===== src/rtl/axis_video_frame_ctrl.sv =====
// Gates a packed 48-bit pixel stream into an AXI4-Stream video master with SOF/EOL tags.
// Define AXIS_FRAME_DROP_EN to discard the remainder of a frame after a buffer overflow.
module axis_video_frame_ctrl #(
  parameter int LINE_BEATS  = 1920,
  parameter int FRAME_LINES = 2160,
  parameter int FIFO_DEPTH  = 4
) (
  input  logic        clk_i,
  input  logic        reset_n_i,
  input  logic        enable_i,
  input  logic        sof_i,
  input  logic [47:0] pix_data_i,
  input  logic        pix_valid_i,
  input  logic        clr_i,
  output logic [47:0] m_axis_tdata,
  output logic        m_axis_tvalid,
  input  logic        m_axis_tready,
  output logic        m_axis_tuser,
  output logic        m_axis_tlast,
  output logic        busy_o,
  output logic        overflow_o,
  output logic [15:0] frame_cnt_o,
  output logic [1:0]  state_o
);

  localparam logic [1:0] S_IDLE     = 2'd0;
  localparam logic [1:0] S_WAIT_SOF = 2'd1;
  localparam logic [1:0] S_STREAM   = 2'd2;
  localparam logic [1:0] S_DROP     = 2'd3;

  localparam int BW = (LINE_BEATS > 1) ? $clog2(LINE_BEATS) : 1;
  localparam int LW = (FRAME_LINES > 1) ? $clog2(FRAME_LINES) : 1;
  localparam int PW = $clog2(FIFO_DEPTH);
  localparam int CW = PW + 1;
  localparam int EW = 51;

  localparam logic [BW-1:0] BEAT_LAST = BW'(LINE_BEATS - 1);
  localparam logic [LW-1:0] LINE_LAST = LW'(FRAME_LINES - 1);
  localparam logic [CW-1:0] FULL_CNT  = CW'(FIFO_DEPTH);

`ifdef AXIS_FRAME_DROP_EN
  localparam bit DROP_EN = 1'b1;
`else
  localparam bit DROP_EN = 1'b0;
`endif

  logic [1:0]    state_q, state_d;
  logic [BW-1:0] beat_q, beat_d, pos_beat;
  logic [LW-1:0] line_q, line_d, pos_line;
  logic          overflow_q, overflow_d;
  logic [15:0]   frame_cnt_q, frame_cnt_d;

  // Buffer entry: {tdata[47:0], tuser, tlast, end_of_frame}
  logic [EW-1:0] mem_q [FIFO_DEPTH];
  logic [PW-1:0] wr_ptr_q, rd_ptr_q;
  logic [CW-1:0] count_q;
  logic [EW-1:0] head, wr_entry;

  logic empty, full, rd_fire, take, wr_en, ovf_evt, end_beat, end_line;

  // Master handshake: a beat transfers on any edge where m_axis_tvalid & m_axis_tready;
  // tvalid never drops and the head never changes until that transfer happens.
  assign empty   = (count_q == '0);
  assign full    = (count_q == FULL_CNT);
  assign rd_fire = !empty && m_axis_tready;
  assign head    = mem_q[rd_ptr_q];

  assign pos_beat = sof_i ? '0 : beat_q;
  assign pos_line = sof_i ? '0 : line_q;
  assign end_beat = (pos_beat == BEAT_LAST);
  assign end_line = (pos_line == LINE_LAST);
  assign wr_entry = {pix_data_i, (pos_beat == '0) && (pos_line == '0), end_beat,
                     end_beat && end_line};

  always_comb begin
    state_d = state_q;
    beat_d  = beat_q;
    line_d  = line_q;
    take    = 1'b0;
    wr_en   = 1'b0;
    ovf_evt = 1'b0;
    case (state_q)
      S_IDLE: if (enable_i) state_d = S_WAIT_SOF;
      S_WAIT_SOF: begin
        if (!enable_i) state_d = S_IDLE;
        else if (pix_valid_i && sof_i) take = 1'b1;
      end
      S_STREAM: take = pix_valid_i;
      S_DROP: begin
        if (pix_valid_i && sof_i) begin
          if (enable_i) take = 1'b1;
          else state_d = S_IDLE;
        end
      end
      default: state_d = S_IDLE;
    endcase

    if (take) begin
      state_d = S_STREAM;
      if (end_beat) begin
        beat_d = '0;
        line_d = end_line ? '0 : pos_line + LW'(1);
      end else begin
        beat_d = pos_beat + BW'(1);
        line_d = pos_line;
      end
      if (end_beat && end_line) state_d = enable_i ? S_WAIT_SOF : S_IDLE;
      // A simultaneous read frees the slot, so a full buffer only overflows without one.
      if (full && !rd_fire) begin
        ovf_evt = 1'b1;
        if (DROP_EN) state_d = S_DROP;
      end else begin
        wr_en = 1'b1;
      end
    end
  end

  always_comb begin
    overflow_d  = overflow_q | ovf_evt;
    frame_cnt_d = frame_cnt_q;
    if (rd_fire && head[0]) frame_cnt_d = frame_cnt_q + 16'd1;
    if (clr_i) begin
      overflow_d  = 1'b0;
      frame_cnt_d = '0;
    end
  end

  always_ff @(posedge clk_i or negedge reset_n_i) begin
    if (!reset_n_i) begin
      state_q     <= S_IDLE;
      beat_q      <= '0;
      line_q      <= '0;
      overflow_q  <= 1'b0;
      frame_cnt_q <= '0;
      wr_ptr_q    <= '0;
      rd_ptr_q    <= '0;
      count_q     <= '0;
    end else begin
      state_q     <= state_d;
      beat_q      <= beat_d;
      line_q      <= line_d;
      overflow_q  <= overflow_d;
      frame_cnt_q <= frame_cnt_d;
      if (wr_en) wr_ptr_q <= wr_ptr_q + PW'(1);
      if (rd_fire) rd_ptr_q <= rd_ptr_q + PW'(1);
      case ({wr_en, rd_fire})
        2'b10:   count_q <= count_q + CW'(1);
        2'b01:   count_q <= count_q - CW'(1);
        default: count_q <= count_q;
      endcase
    end
  end

  always_ff @(posedge clk_i) begin
    if (wr_en) mem_q[wr_ptr_q] <= wr_entry;
  end

  assign m_axis_tvalid = !empty;
  assign m_axis_tdata  = empty ? '0 : head[50:3];
  assign m_axis_tuser  = !empty && head[2];
  assign m_axis_tlast  = !empty && head[1];
  assign busy_o        = (state_q != S_IDLE);
  assign overflow_o    = overflow_q;
  assign frame_cnt_o   = frame_cnt_q;
  assign state_o       = state_q;

endmodule


===== config.mk =====
export PLATFORM = sky130hd
export DESIGN_NAME = axis_video_frame_ctrl
export DESIGN_NICKNAME = d
export VERILOG_FILES = /design/src/rtl/axis_video_frame_ctrl.sv
export SDC_FILE = /design/constraint.sdc
export NUM_CORES = 1
export LEC_CHECK = 0
export ABC_AREA = 1
export BUFFER_PORTS_ARGS = -buffer_cell sky130_fd_sc_hd__buf_2
export CAP_MARGIN = 20
export CORE_ASPECT_RATIO = 1.75
export CORE_MARGIN = 8
export CORE_UTILIZATION = 35
export CTS_BUF_LIST = sky130_fd_sc_hd__clkbuf_8
export CTS_CLUSTER_SIZE = 12
export DETAILED_ROUTE_END_ITERATION = 10
export GPL_ROUTABILITY_DRIVEN = 0
export PLACE_DENSITY = 0.66
export SLEW_MARGIN = 20
export SYNTH_ARGS = -nofsm -noshare
export SYNTH_HDL_FRONTEND = slang
export SYNTH_SLANG_ARGS = --single-unit

===== constraint.sdc =====
create_clock -name clk_i -period 3.4 [get_ports clk_i]
set_clock_uncertainty 0.05 [all_clocks]
set_input_delay 0 -clock clk_i [delete_from_list [all_inputs] [get_ports clk_i]]
set_output_delay 0 -clock clk_i [all_outputs]
set_load 0.01 [all_outputs]

Yosys cells after proc, flatten, opt, wreduce, memory -nomap -nowiden
Memory sizes are Yosys's and may differ from the RTL's.
Cells that the tools add are included.
{"block": "totals", "memories": 1, "ramBits": 204, "register_bits": 49, "out_inout_bits": 71, "inputBits": 55}
{"memory": "mem_q", "words": 4, "width": 51, "read_ports": 1, "rd_clocked_by_memory_dff": 0, "write_ports": 1, "line_no": "54", "source": "logic [EW-1:0] mem_q [FIFO_DEPTH];"}
{"block": "classes", "n_eq_ne": 10, "add_sub_neg": 7, "n_mux": 28, "reduce_logical": 19, "bitwise_logic": 1}
{"cell": "$mux 48", "count": 1}
{"cell": "$mux 12", "count": 3}
{"cell": "$mux 16", "count": 2}
{"cell": "$mux 11", "count": 2}
{"cell": "$add 16x1->16 const B", "count": 1}
{"cell": "$add 12x1->12 const B", "count": 1}
{"cell": "$eq 12x12->1 const B", "count": 1}
{"cell": "$logic_not 12->1", "count": 1}
{"cell": "$mux 1", "count": 12}
{"cell": "$add 11x1->11 const B", "count": 1}
{"cell": "$eq 11x11->1 const B", "count": 1}
{"cell": "$logic_not 11->1", "count": 1}
{"cell": "$mux 2", "count": 5}
{"cell": "$logic_and 1x1->1", "count": 8}
{"cell": "$eq 2x2->1 const B", "count": 3}
{"cell": "$ne 3x3->1 const B", "count": 2}
{"cell": "$pmux 2 s3", "count": 1}
{"cell": "$pmux 3 s2", "count": 1}
{"cell": "$reduce_bool 2->1", "count": 3}
{"cell": "$add 2x1->2 const B", "count": 2}
{"cell": "$eq 2x1->1 const B", "count": 2}
{"cell": "$reduce_bool 4->1", "count": 1}
{"cell": "$add 3x1->3 const B", "count": 1}
{"cell": "$eq 3x3->1 const B", "count": 1}
{"cell": "7 further kinds", "count": 8}

Longest topological paths before layout
Gate-level depths: netlist of the first run.
{"block": "depth", "ltp_word": 9, "depth_mapped": 15}

Worst setup path after synthesis of the first run
OpenSTA, ideal clock, no wires.
{"block": "synth_path", "path_type": "reg-to-reg", "startpoint": "reg state_q[0], in the netlist state_o[0]", "endpoint": "mem mem_q[0][0], enable pin", "t_required_ns": 2.890, "setup_slack_ns": -0.387, "path_stages_with_launch": 8, "arrival_ns": 3.277, "synth_period_minus_slack_ns": 3.787, "setup_ns": 0.460, "path_cell_list": "dfrtp_1 -> inv_1 -> nand2_1 -> nand3_1 -> inv_1 -> buf_2 -> nand2_1 -> nor2_1"}
{"block": "synth_between", "elab_chain_cells": 5, "word_cells_on_any_way": 7, "classes_between": "eq/ne (3); mux (4)"}
{"element": "from (decl)", "line_no": "47", "source": "logic [1:0] state_q, state_d;"}
{"element": "from (signal assigned)", "line_no": "139", "source": "state_q <= state_d;"}
{"element": "$eq 2x2->1 / $eq 2x1->1 (equally long branches)", "line_no": "82", "source": "case (state_q)"}
{"element": "$pmux 1 s3 (*)", "line_no": "82"}
{"element": "$mux 1 (*)", "line_no": "98", "source": "if (take) begin"}
{"element": "$mux 1 (*)", "line_no": "155", "source": "if (wr_en) mem_q[wr_ptr_q] <= wr_entry;"}
{"element": "$mux 1 (implied by the code) (*)", "line_no": "155"}
{"element": "to (decl)", "line_no": "54"}
Every way passes the cells marked *; elsewhere a longest branch is shown, timed or not.

Worst setup path in the final report of the first run
{"block": "layout_path", "startpoint": "reg rd_ptr_q[0]", "endpoint": "out m_axis_tdata[45]"}
{"block": "layout_between", "elab_chain_cells": 2}
{"element": "from (decl)", "line_no": "55", "source": "logic [PW-1:0] wr_ptr_q, rd_ptr_q;"}
{"element": "from (signal assigned)", "line_no": "145", "source": "if (rd_fire) rd_ptr_q <= rd_ptr_q + PW'(1);"}
{"element": "$mem_v2 4x51"}
{"element": "$mux 48", "line_no": "159", "source": "assign m_axis_tdata = empty ? '0 : head[50:3];"}
{"element": "to (decl)", "line_no": "15", "source": "output logic [47:0] m_axis_tdata,"}
Every way passes these cells.

==> results of run 1 <==
layout make-up:
| type | count | area, um^2 |
|---|---|---|
| clock buffer | 35 | 482 |
| sequential | 253 | 7360 |
| clock inverter | 24 | 110 |
| multi-input combinational | 684 | 3240 |
| timing repair buffer | 195 | 1300 |
| fill | 2932 | 18100 |
| inverter | 68 | 255 |
| tap | 396 | 495 |
| antenna | 3 | 7.51 |
kinds of logic (layout without fill, tap and decap cells):
family	Yosys count	after routing	share of synthesized area, %
AO/OA/AOI/OAI	197	197	9.10
XOR/XNOR	12	12	0.951
adder cells (fa/ha/maj)	10	10	1.20
buffers and inverters	116	322	4.42
flip-flops	253	253	66.5
other	0	3	0
AND/OR/NAND/NOR	465	465	17.8
routing by layer:
layer	vias up	part of all wire, %	routed length, um	global-route usage [%]
met1	4017	35	9660	13.8
li1	3958	-	-	-
met5	-	0	0	0
met2	188	57	16100	29.2
met4	0	3.7	1020	7.52
met3	60	4.3	1190	2.27
power groups by stage:
stage | clock [mW] | sequential (mW) | combinational [mW]
final | 2.06 | 4.02 | 3.63
after global routing | 2.25 | 4.07 | 4.07
after CTS | 2.14 | 4.03 | 3.71
after detailed placement | 0 | 4.09 | 3.63
after global placement | 0 | 4.07 | 3.58
after floorplan | 0 | 4.03 | 2.27
worst max-delay path: stages, from the launching register on:
cell and delay, ns:
dfrtp_4 0.62, buf_4 0.67, nor2_1 0.11, nor2_1 0.11
o21ai_0 0.09, a21oi_1 0.35, buf_2 0.21
registers in the layout, summed over array words and instances, names as in the netlist:
register,flops
line_q,12
count_q,3
wr_ptr_q,2
beat_q,11
overflow_o,1
mem_q,204
state_o,2
frame_cnt_o,16
rd_ptr_q,2
metrics by stage:
stage | total power [mW] | cells
global route | 10.4 | 1657
detailed placement | 7.72 | 1542
CTS | 9.87 | 1655
finish | 9.72 | 1658
floorplan | 6.30 | 1053
global placement | 7.65 | 1542
cells in the mapped netlist, types with 9 or more instances:
library cell and n:
ha_1 9, clkbuf_1 24, nand4_1 15, dfrtp_1 49, nand2_1 126, o21ai_0 122
xor2_1 9, edfxtp_1 204, nor3_1 10, inv_1 63, a21oi_1 60, nor2_1 251
buf_2 15, nand3_1 42
worst paths after layout:
check                            start                to  slack (ns)
setup / recovery           rd_ptr_q[0]  m_axis_tdata[45]        0.60
hold / removal                   sof_i         beat_q[5]        0.04
setup reg to reg             beat_q[0]        state_o[0]        0.80
hold reg to reg             beat_q[10]        beat_q[10]        0.44
max in group asynchronous    reset_n_i         line_q[9]        2.43
min in group asynchronous    reset_n_i   frame_cnt_o[14]        0.08
==> impl_results.md, run 1 <==
* Switching share of power at approximately two fifths
* Cell row count at between 80 and 90
* Initial antenna violation count at 2
* Worst IR Drop VDD at just under 0.4 mV
* Inserted Clock Buffers at 34
* Area Overhead vs Synth at 19.9%
* Hold crit path type: in -> reg
* HPWL Detailed at 18000 um
* Max_cap viols at 0
* RSZ-0062 raised after global routing: no
* Final Hold Viols at 0
* Max Clk Rate at 0.358 GHz
* Internal power at roughly 6.0 mW
* Pwr dens at approximately 730 nW/um^2
* Initial DRC count at just over 500
* Commonest non-fill, non-tap cell in the layout: nor2_1
* R2R cell count at 10
* First-pass GRT wire length at approximately 44000 um
* Post-placement cell area at 12100 um^2
* Total core area at 31300 um^2
* Critical Path Fanout Max at 74
* Top_reg_cell synth: edfxtp_1
* Synth top area cells: edfxtp_1 (55%), dfrtp_1 (11%), nor2_1 (8.5%)
* Library cell with the largest summed area after synthesis: edfxtp_1
* CTS tree: yes
* Fraction of layout cells with a size suffix above 1 at between 10% and 20%
* Slew Viols, Final at 0
* Post-synthesis sequential area ratio at approximately 67%
* Clock network fraction of design power at between 20% and 30%
* Sw Pwr at 3.73 mW
* Hold Crit Depth at 4
* Placement Setup Slack at 1.02 ns
* Max clock buf depth at 3
* Setup slack after layout at a little over 0.6 ns
* IO buf count at roughly 130
* Headroom to the max-slew limit at a little under half
* Vias in the first global route at around 8500
* # DRC at 0
* Core Util, Final at a little over two fifths
* Yosys reg bits at 253
* Crit Path Class: reg -> out
* Setup Viol. Count Final at 0
* Leak pwr at ~5.2 nW
* Hold_buf cts at between 50 and 60
* Clock root buffer: clkbuf_8
* Clock sinks at about 250
* Final instance area at ~13000 um^2
* Post-CTS setup buffer count at 0
* Syn. warnings at 0
* H-tree level count at 2
* # IOs at roughly 130
* Drt wl/cell at 16.8 um
* Pin count of the biggest net entering global routing at 76
* Die Ht at 251 um
* Clock-pin slew on the worst setup and hold paths at about 0.070 ns
* Final ANT Viol Nets at 0
* Post_cts resized at 0
* NumNets Final at approximately 1300
* Gate power share at around 37%
* Crit start category: register
* CP arrival at 2.75 ns
* 1st-pass router iterations at 7
* Synth top area share at between 50 and 60%
* Syn_area_per_cell at approximately 10 um^2
* Total wire length at approximately 28000 um
* Worst hold margin at about 0.039 ns
* Post-synth ARST share at 19.4%
* Fin Setup TNS at 0 ns
* Critical Path Sink Type: primary output
* Worst-skew pair later-pin latency at 0.51 ns
* Die span in x at between 150 and 200 um
* Reg power frac at between 40% and 50%
* Worst Tran Pin Value at approximately 0.80 ns
* Syn Std Cell Area at ~11000 um^2
* Grt ovf at 0
* Initial cell density of the core at between 30% and 40%
* Final period util at between 80 and 90%
* Overall via count from detail_route at around 8000
* Post-synth EDFFs at roughly 200
* Die Area at between 30000 and 40000 um^2
* Worst Path Required at ~3.4 ns
* Final worst path period need at around 2.8 ns
* Synth Instances at around 1100
* Commonest non-fill, non-tap cells in the layout: nor2_1 (247), edfxtp_1 (204), nand2_1 (126)
* Routed vias/inst at between 4 and 5
* Distinct cells, synth at 35
* Syn_nets at ~1100
* Gr usage total at 14.7%
* Status: finished, final reports clean
Note: power is estimated with default switching activity, not from simulation.
==> inputs of run 2 (changes only) <==
Settings changed: PLACE_DENSITY 0.66 to 0.64.
Clock period 3.4 ns to 2.6 ns, I/O delays scaled along.
==> run 2 against run 1 <==
Compared with the run above: via count is 1.1% lower; combinational power is 34% higher; sequential cell count stayed put; design area is 1.8% higher; setup slack worse by 0.37 ns; utilization is 0.75 points higher; highest routed layer unchanged; clock power is 54% higher; clock-buffer cell count is 3 higher; critical path depth is 4 higher.
==> impl_results.md, run 2 (synthesis results as in run 1) <==
* Status: finished, final reports clean (unchanged)
* Final worst path period need at around 2.4 ns
* Final period util at between 90% and 100%
* Multi-input gate area at 3240 um^2 (unchanged)
* Crit Path Class: reg -> reg (was reg -> out)
* NumNets Final at 1311 (was 1301)
* Max_cap viols at 0 (unchanged)
* Final Instance Count excl. Fillers at 1668 (was 1658)
* Setup slack after layout at 0.236 ns (was 0.605 ns)
* Die Ht at 251 um (unchanged)
* Clock root buffer: clkbuf_8 (unchanged)
* Placement Setup Slack at 0.517 ns (was 1.02 ns)
* Critical Path Fanout Max at 12 (was 74)
* Final ANT Viol Nets at 0 (unchanged)
* Max Clk Rate at ~0.42 GHz
* R2R cell count at 10 (unchanged)
* # IOs at 126 (unchanged)
* Grt ovf at 0 (unchanged)
* Leak pwr at 5.27 nW (was 5.19 nW)
* Register area at 7360 um^2 (unchanged)
* CP arrival at 2.78 ns (was 2.75 ns)
* Total wire length at 27600 um (was 27900 um)
* FF-to-FF setup slack at 0.24 ns (was 0.80 ns)
* Clock-pin slew on the worst setup and hold paths at 0.07 ns (about the same)
* Worst Tran Pin Value at 0.772 ns (was 0.800 ns)
* Post-placement cell area at 12200 um^2 (was 12100 um^2)
* Worst-skew pair later-pin latency at 0.54 ns (was 0.51 ns)
* Commonest non-fill, non-tap cell in the layout: nor2_1 (unchanged)
* Initial cell density of the core at 35.3% (unchanged)
* Initial DRC count at 362 (was 518)
* H-tree level count at 2 (unchanged)
* Clock sinks at 253 (unchanged)
* Fraction of layout cells with a size suffix above 1 at 17.7% (was 17.2%)
* Reg-to-Reg End: state_o[0] (unchanged)
* Biggest register: mem_q (unchanged)
* Area Overhead vs Synth at 22.0% (was 19.9%)
* Drt wl/cell at 16.5 um (was 16.8 um)
* CTS tree: yes (unchanged)
* Fillers at 2967 (was 2932)
* Max clock buf depth at 3 (unchanged)
* Headroom to the max-slew limit at 48.5% (was 46.6%)
* HPWL Detailed at 17200 um (was 18000 um)
* Overall via count from detail_route at 8134 (was 8223)
* Slew Viols, Final at 0 (unchanged)
* Worst Path Required at 3.02 ns (was 3.35 ns)
* Max reg flops at 204 (unchanged)
* Routed vias/inst at 4.88 (was 4.96)
* Fin Setup TNS at 0 ns (unchanged)
* Commonest non-fill, non-tap cells in the layout: nor2_1 (247), edfxtp_1 (204), nand2_1 (126) (unchanged)
* Setup Viol. Count Final at 0 (unchanged)
* Worst IR Drop VDD at 0.613 mV (was 0.384 mV)
* Inserted Clock Buffers at 38 (was 34)
* Total core area at 31300 um^2 (unchanged)
* Die Area at 37700 um^2 (unchanged)
* First-pass GRT wire length at 43200 um (was 43700 um)
* Hold crit path type: in -> async (was in -> reg)
* Gr usage total at 14.6% (was 14.7%)
* Die span in x at 150 um (unchanged)
* # DRC at 0 (unchanged)
* IO buf count at 125 (unchanged)
* Final Hold Viols at 0 (unchanged)
* Critical Path Sink Type: register (was primary output)
* Crit start category: register (unchanged)
* Reg-to-reg critical path startpoint: beat_q[0] (unchanged)
* Initial antenna violation count at 2 (unchanged)
* Vias in the first global route at 8276 (was 8511)
* Worst hold margin at 0.0409 ns (was 0.0391 ns)
* 1st-pass router iterations at 5 (was 7)
* Pwr dens at 981 nW/um^2 (was 734 nW/um^2)
* Cells after DPL at 1545 (was 1542)
* RSZ-0062 raised after global routing: no (unchanged)
* Final instance area at 13500 um^2 (was 13200 um^2)
* Pin count of the biggest net entering global routing at 101 (was 76)
* Cell row count at 86 (unchanged)
run 2: changes by cell type in the layout (fill, tap and decap cells not counted), sizes merged, moves of 2 or more:
cell,change
buf,+4
dlygate4sd3,+2
clkbuf,+3
inv,-6
bufinv,+3
clkinv,+6
run 2: layer usage:
layer	up-vias	part of all wire, %	GRT usage, %
met5	-	0	0
met4	0	3.9	7.46
met3	58	3.9	2.45
met2	172	56	28.1
met1	3917	36	14.5
li1	3987	-	-
run 2: what timing repair did:
action,in CTS,in global routing
hold buffers,56,0
endpoints found under the setup margin,0,1
resized for setup,0,1
hold endpoints to repair,252,0
setup buffers,0,1
run 2: layout make-up:
| type | count | area share [%] |
|---|---|---|
| timing repair buffer | 201 | 10.5 |
| inverter | 68 | 1.90 |
| clock inverter | 26 | 1.42 |
| clock buffer | 38 | 3.88 |
| multi-input combinational | 684 | 24.0 |
| tap | 396 | 3.68 |
| antenna | 2 | 0.0371 |
| sequential | 253 | 54.6 |
run 2: stage by stage:
stage	power, mW	utilization, %
final	13.2	43.1
after global routing	14.1	43.1
after CTS	13.5	43.0
after detailed placement	10.2	38.9
after global placement	10.1	38.9
after floorplan	8.24	-
run 2: how the worst max path moves through the flow:
stage                     depth (start not counted)        from  slack (ns)      endpoint
final                                            10   beat_q[0]        0.24    state_o[0]
after global routing                             10   beat_q[0]        0.04    state_o[0]
after CTS                                        13       sof_i        0.11    state_o[0]
after detailed placement                          7  state_o[0]        0.52   mem_q[3][8]
after global placement                            7  state_o[0]        0.54  mem_q[3][17]
after floorplan                                   7  state_o[0]       -0.38   mem_q[0][0]
run 2: critical path, stage by stage, from the launching register on:
cell           delay (ns)
dfrtp_1              0.35
inv_1                0.05
nor2_1               0.17
ha_1                 0.21
nand2_1              0.10
nor2_4               0.20
nand3_4              0.23
nor2_4               0.16
nand3_1              0.08
a21oi_1              0.14
dlygate4sd3_1        0.57
run 2: power by group:
group	switching [mW]	internal, mW	total (mW)
clock network	1.50	1.67	3.17
registers	0.199	5.01	5.21
logic	3.21	1.64	4.85
